===== src/rtl/serial_pattern_tx_pkg.sv =====
// Shared constants and helpers for the serial pattern transmitter.
package serial_pattern_tx_pkg;

  localparam int GAP_CNT_W = 4;

  // A counter for WIDTH=2 still needs one bit, so never return zero.
  function automatic int cnt_width(input int width);
    return (width > 32'sd2) ? $clog2(width) : 32'sd1;
  endfunction

endpackage


===== src/rtl/serial_pattern_tx_piso_shift_reg.sv =====
// Parallel-in, serial-out shift register, MSB first.
// q_next exposes the bit that becomes the MSB after the next shift.
module piso_shift_reg #(
  parameter int WIDTH = 8
) (
  input  logic             clk,
  input  logic             reset,
  input  logic             load,
  input  logic             shift,
  input  logic [WIDTH-1:0] d,
  output logic             q_msb,
  output logic             q_next
);

  logic [WIDTH-1:0] sr_q;
  logic [WIDTH-1:0] sr_d;

  // Next contents: load wins over shift, zeros fill from the LSB side.
  always_comb begin
    sr_d = sr_q;
    if (load) begin
      sr_d = d;
    end else if (shift) begin
      sr_d = {sr_q[WIDTH-2:0], 1'b0};
    end else begin
      sr_d = sr_q;
    end
  end

  // Register with synchronous active-low clear.
  always_ff @(posedge clk) begin
    if (!reset) begin
      sr_q <= {WIDTH{1'b0}};
    end else begin
      sr_q <= sr_d;
    end
  end

  assign q_msb  = sr_q[WIDTH-1];
  assign q_next = sr_q[WIDTH-2];

endmodule


===== src/rtl/serial_pattern_tx.sv =====
// Serial frame transmitter: sends a WIDTH-bit word MSB first, one bit per en strobe,
// then holds the line high for GAP_BITS strobes and pulses done.
module serial_pattern_tx
  import serial_pattern_tx_pkg::*;
#(
  parameter int WIDTH    = 8,
  parameter int GAP_BITS = 2
) (
  input  logic             clk,
  input  logic             reset,
  input  logic             en,
  input  logic             start,
  input  logic [WIDTH-1:0] data,
  output logic             ready,
  output logic             a_out,
  output logic             a_valid,
  output logic             done
);

  localparam int CW = cnt_width(WIDTH);

  typedef enum logic [1:0] {
    S_IDLE = 2'd0,
    S_SEND = 2'd1,
    S_GAP  = 2'd2
  } state_e;

  if (WIDTH < 32'sd2 || WIDTH > 32'sd32) begin : g_bad_width
    $error("serial_pattern_tx: WIDTH=%0d outside 2..32", WIDTH);
  end
  if (GAP_BITS < 32'sd0 || GAP_BITS > 32'sd15) begin : g_bad_gap
    $error("serial_pattern_tx: GAP_BITS=%0d outside 0..15", GAP_BITS);
  end

  state_e               state_q, state_d;
  logic [CW-1:0]        bit_cnt_q, bit_cnt_d;
  logic [GAP_CNT_W-1:0] gap_cnt_q, gap_cnt_d;
  logic                 a_out_q, a_out_d;
  logic                 a_valid_q, a_valid_d;
  logic                 ready_q, ready_d;
  logic                 done_q, done_d;
  logic                 load, shift, q_msb, q_next;

  piso_shift_reg #(.WIDTH(WIDTH)) u_sr (
    .clk    (clk),
    .reset  (reset),
    .load   (load),
    .shift  (shift),
    .d      (data),
    .q_msb  (q_msb),
    .q_next (q_next)
  );

  // Next-state logic; ready stays low in the done cycle so a start there is dropped.
  always_comb begin
    state_d   = state_q;
    bit_cnt_d = bit_cnt_q;
    gap_cnt_d = gap_cnt_q;
    a_out_d   = a_out_q;
    a_valid_d = a_valid_q;
    ready_d   = ready_q;
    done_d    = 1'b0;
    load      = 1'b0;
    shift     = 1'b0;
    case (state_q)
      S_IDLE: begin
        if (start && ready_q) begin
          load      = 1'b1;
          state_d   = S_SEND;
          bit_cnt_d = CW'(WIDTH - 1);
          a_out_d   = data[WIDTH-1];
          a_valid_d = 1'b1;
          ready_d   = 1'b0;
        end else begin
          ready_d = 1'b1;
        end
      end
      S_SEND: begin
        if (!en) begin
          a_out_d = q_msb;
        end else if (bit_cnt_q != {CW{1'b0}}) begin
          shift     = 1'b1;
          bit_cnt_d = bit_cnt_q - CW'(1);
          a_out_d   = q_next;
        end else if (GAP_BITS > 32'sd0) begin
          state_d   = S_GAP;
          gap_cnt_d = GAP_CNT_W'(GAP_BITS - 1);
          a_out_d   = 1'b1;
          a_valid_d = 1'b0;
        end else begin
          state_d   = S_IDLE;
          a_out_d   = 1'b1;
          a_valid_d = 1'b0;
          ready_d   = 1'b0;
          done_d    = 1'b1;
        end
      end
      S_GAP: begin
        if (!en) begin
          gap_cnt_d = gap_cnt_q;
        end else if (gap_cnt_q != {GAP_CNT_W{1'b0}}) begin
          gap_cnt_d = gap_cnt_q - GAP_CNT_W'(1);
        end else begin
          state_d = S_IDLE;
          ready_d = 1'b0;
          done_d  = 1'b1;
        end
      end
      default: begin
        state_d   = S_IDLE;
        bit_cnt_d = {CW{1'b0}};
        gap_cnt_d = {GAP_CNT_W{1'b0}};
        a_out_d   = 1'b1;
        a_valid_d = 1'b0;
        ready_d   = 1'b1;
      end
    endcase
  end

  // State, counters and outputs, all with synchronous active-low reset.
  always_ff @(posedge clk) begin
    if (!reset) begin
      state_q   <= S_IDLE;
      bit_cnt_q <= {CW{1'b0}};
      gap_cnt_q <= {GAP_CNT_W{1'b0}};
      a_out_q   <= 1'b1;
      a_valid_q <= 1'b0;
      ready_q   <= 1'b1;
      done_q    <= 1'b0;
    end else begin
      state_q   <= state_d;
      bit_cnt_q <= bit_cnt_d;
      gap_cnt_q <= gap_cnt_d;
      a_out_q   <= a_out_d;
      a_valid_q <= a_valid_d;
      ready_q   <= ready_d;
      done_q    <= done_d;
    end
  end

  assign ready   = ready_q;
  assign a_out   = a_out_q;
  assign a_valid = a_valid_q;
  assign done    = done_q;

endmodule


===== config.mk =====
export PLATFORM = sky130hd
export DESIGN_NAME = serial_pattern_tx
export DESIGN_NICKNAME = d
export VERILOG_FILES = /design/src/rtl/serial_pattern_tx_pkg.sv /design/src/rtl/serial_pattern_tx_piso_shift_reg.sv /design/src/rtl/serial_pattern_tx.sv
export SDC_FILE = /design/constraint.sdc
export NUM_CORES = 1
export LEC_CHECK = 0
export BUFFER_PORTS_ARGS = -buffer_cell sky130_fd_sc_hd__buf_2
export CORE_AREA = 2 2 49 51
export CTS_CLUSTER_DIAMETER = 50
export DETAILED_ROUTE_END_ITERATION = 7
export DIE_AREA = 0 0 51 53
export PLACE_DENSITY = 0.88
export SLEW_MARGIN = 0
export SYNTH_ARGS = -nofsm -noshare
export SYNTH_HDL_FRONTEND = slang
export SYNTH_SLANG_ARGS = --single-unit

===== constraint.sdc =====
create_clock -name clk -period 2.9 [get_ports clk]
set_input_delay 0.145 -clock clk [delete_from_list [all_inputs] [get_ports clk]]
set_output_delay 0.145 -clock clk [all_outputs]
set_load 0.01 [all_outputs]

==> reports/metrics.cfg <==
[cts]
clkSinkCount = 21
postCtsSetupBuffers = 0
htreeDepth = 1
clock-root-buffer = clkbuf_4
postCtsHoldBufs = 0
cts_tree = built
clockBufferDepth = 2
cts_resized = 0
clk_pin_slew_worst_paths_ps = 120
cts_inserted_buffers = 3
clk_latency_ps = 310

[yosys]
synth-async-reset-ratio_pct = 0
yosysSeqAreaShare_pct = 35.6
syn_inst = 131
synth_top_area_cell = dfxtp_1
synthTopCellsByArea = dfxtp_1, ha_1, mux2i_1
syn_nets = 150
ys_types = 41
yosysWarnings = 0
yosysMostFrequentCell = dfxtp_1
synth.avg_cell_area_um2 = 9.01
synth_common_cells = dfxtp_1, a21oi_1, o21ai_0
ys.flop_type = dfxtp_1
ys_ff_latch = 21
synth_top_area_share_pct = 35.6
synth-edff-count = 0
syn-cell-area_um2 = 1180

[setup_path]
rr_endpoint = a_valid
critPathKind = flop to flop
critical_path.max_fanout = 9
end_kind = flop
worstPathArrival_ps = 2090
required_ps = 3110
crit_path_start_kind = flop
rr_worst_depth = 6
r2r_setup_slack_ps = 1030
reg2reg_from = state_q[0]

[timing]
setup-tns-final_ps = 0
min_period_ps = 1870
finalSetupViolations = 0
timing.final.crit_share_pct = 64.6
tightest_slew_ps = 510
drv_slew = 0
clock_skew_ps = 6.00
timing.fmax_mhz = 534
hold_viol = 0
rsz0062_at_grt = no
slew_headroom_pct = 66.0

[layout]
area_growth_syn_to_layout_pct = 7.64
fill_cells = 194
n_antenna_cell = 0
final_layout_size_suffix_gt1_share_pct = 19.7
regArea_um2 = 420
multi_input_area_um2 = 667
final_core_util_pct = 59.1
nNetsFinal = 162

[routing]
drt_first_pass_iters = 4
ant_nets = 0
via_per_inst = 5.97
drc_errors = 0
wl_per_cell_um = 14.6
drt_iter0_markers = 33
vias = 1015
routed_wl_um = 2490

[grt]
grt_pass1_vias = 887
gr-total-overflow = 0
grt_pass1_wl_um = 4020
antenna_found_initial = 0
grtUsageTotal_pct = 19.9
grt_start_max_net_pins = 19

[floorplan]
dieHeight_um = 53
dieArea_um2 = 2700
io_pins = 16
core_um2 = 2150
die_x_um = 51
start_util_pct = 54.9
fp-row-count = 17

[placed_design]
place.gp.congestion = 0.938
numPortBuffers = 15
hpwl_um = 1870

[power_and_ir_drop]
irDropWorstVdd_mv = 0.810
p_leak_uw = 0.000541
p_per_area_nw_per_um2 = 949

[hold_path]
hold_start = data[5]
hp-class = primary input to flop
hold_path_depth = 3
min_to = u_sr.sr_q[5]

[run]
cap_viol_max_count = 0

[status]
status = completed

==> report_power, final <==
part / switching (uW) / total, uW / internal [uW]
Sequential: 52.5 / 424 / 372
Combinational: 384 / 639 / 255
Clock: 90.9 / 142 / 51.5
==> cell usage in the layout, fill, tap and decap left out, drive strengths merged, types with 3 or more instances in the layout <==
cell | synthesis | routed
a21boi | 3 | 3
nor3 | 3 | 3
inv | 11 | 11
clkbuf | 4 | 3
nand4 | 3 | 3
buf | 4 | 15
ha | 7 | 7
nor2 | 4 | 4
o21ai | 13 | 13
nand2 | 3 | 3
nand3 | 5 | 5
o221a | 3 | 3
a21oi | 15 | 15
dfxtp | 21 | 21
mux2i | 8 | 8
==> sequential cells by signal, summed over array words and instances, names as in the netlist <==
signal and flops:
u_sr.sr_q 8, gap_cnt_q 4, bit_cnt_q 3, state_q 2, a_out 1, a_valid 1
done 1, ready 1
==> worst max-delay path, cell delays in order (launching register included) <==
cell	delay, ps
dfxtp_1	340
inv_1	90
ha_1	380
a21boi_1	310
or2_0	310
a21oi_1	80
o221a_2	270
==> metrics by stage <==
| stage | worst slack, ps | power, uW | hold WS, ps | instance area, um^2 | instances |
|---|---|---|---|---|---|
| 6_report | 1030 | 1210 | 115 | 1270 | 170 |
| 3_5_place_dp | 1040 | 1060 | 440 | 1240 | 166 |
| 5_1_grt | 885 | 1290 | 130 | 1270 | 170 |
| 4_1_cts | 1030 | 1210 | 109 | 1270 | 170 |
| 2_1_floorplan | 1250 | 950 | 312 | 1180 | 131 |
| 3_3_place_gp | 1190 | 1020 | 425 | 1240 | 166 |
==> area by class of cell <==
cell class / instances / share of cell area [%]
timing repair buffer: 15 / 5.91
clock buffer: 3 / 1.77
multi-input combinational: 90 / 52.5
clock inverter: 1 / 0.394
tap: 28 / 2.76
inverter: 12 / 3.55
sequential: 21 / 33.1
==> how the worst max path moves through the flow <==
stage | startpoint | end | slack, ps | cells past startpoint
final | state_q[0] | a_valid | 1030 | 6
after global routing | state_q[1] | bit_cnt_q[1] | 880 | 6
after CTS | state_q[0] | a_valid | 1030 | 6
after detailed placement | state_q[0] | a_valid | 1040 | 6
after global placement | state_q[0] | ready | 1190 | 6
after floorplan | state_q[0] | bit_cnt_q[2] | 1250 | 8
==> routing by layer <==
metal	vias to the layer above	wire length, um	GRT usage [%]
met4	0	34	6.76
met1	481	1150	25.6
met3	4	113	5.08
met2	27	1180	32.0
met5	-	0	0
li1	503	-	-
==> cells by family (layout without fill, tap and decap cells) <==
logic type / Yosys count / in the layout / synth area share (%)
compound gates: 46 / 46 / 26.5
simple gates: 29 / 29 / 15.8
flops: 21 / 21 / 35.6
buf+inv: 20 / 31 / 7.85
mux: 8 / 8 / 6.79
fa+ha+maj: 7 / 7 / 7.42
Note: power is estimated with default switching activity, not from simulation.
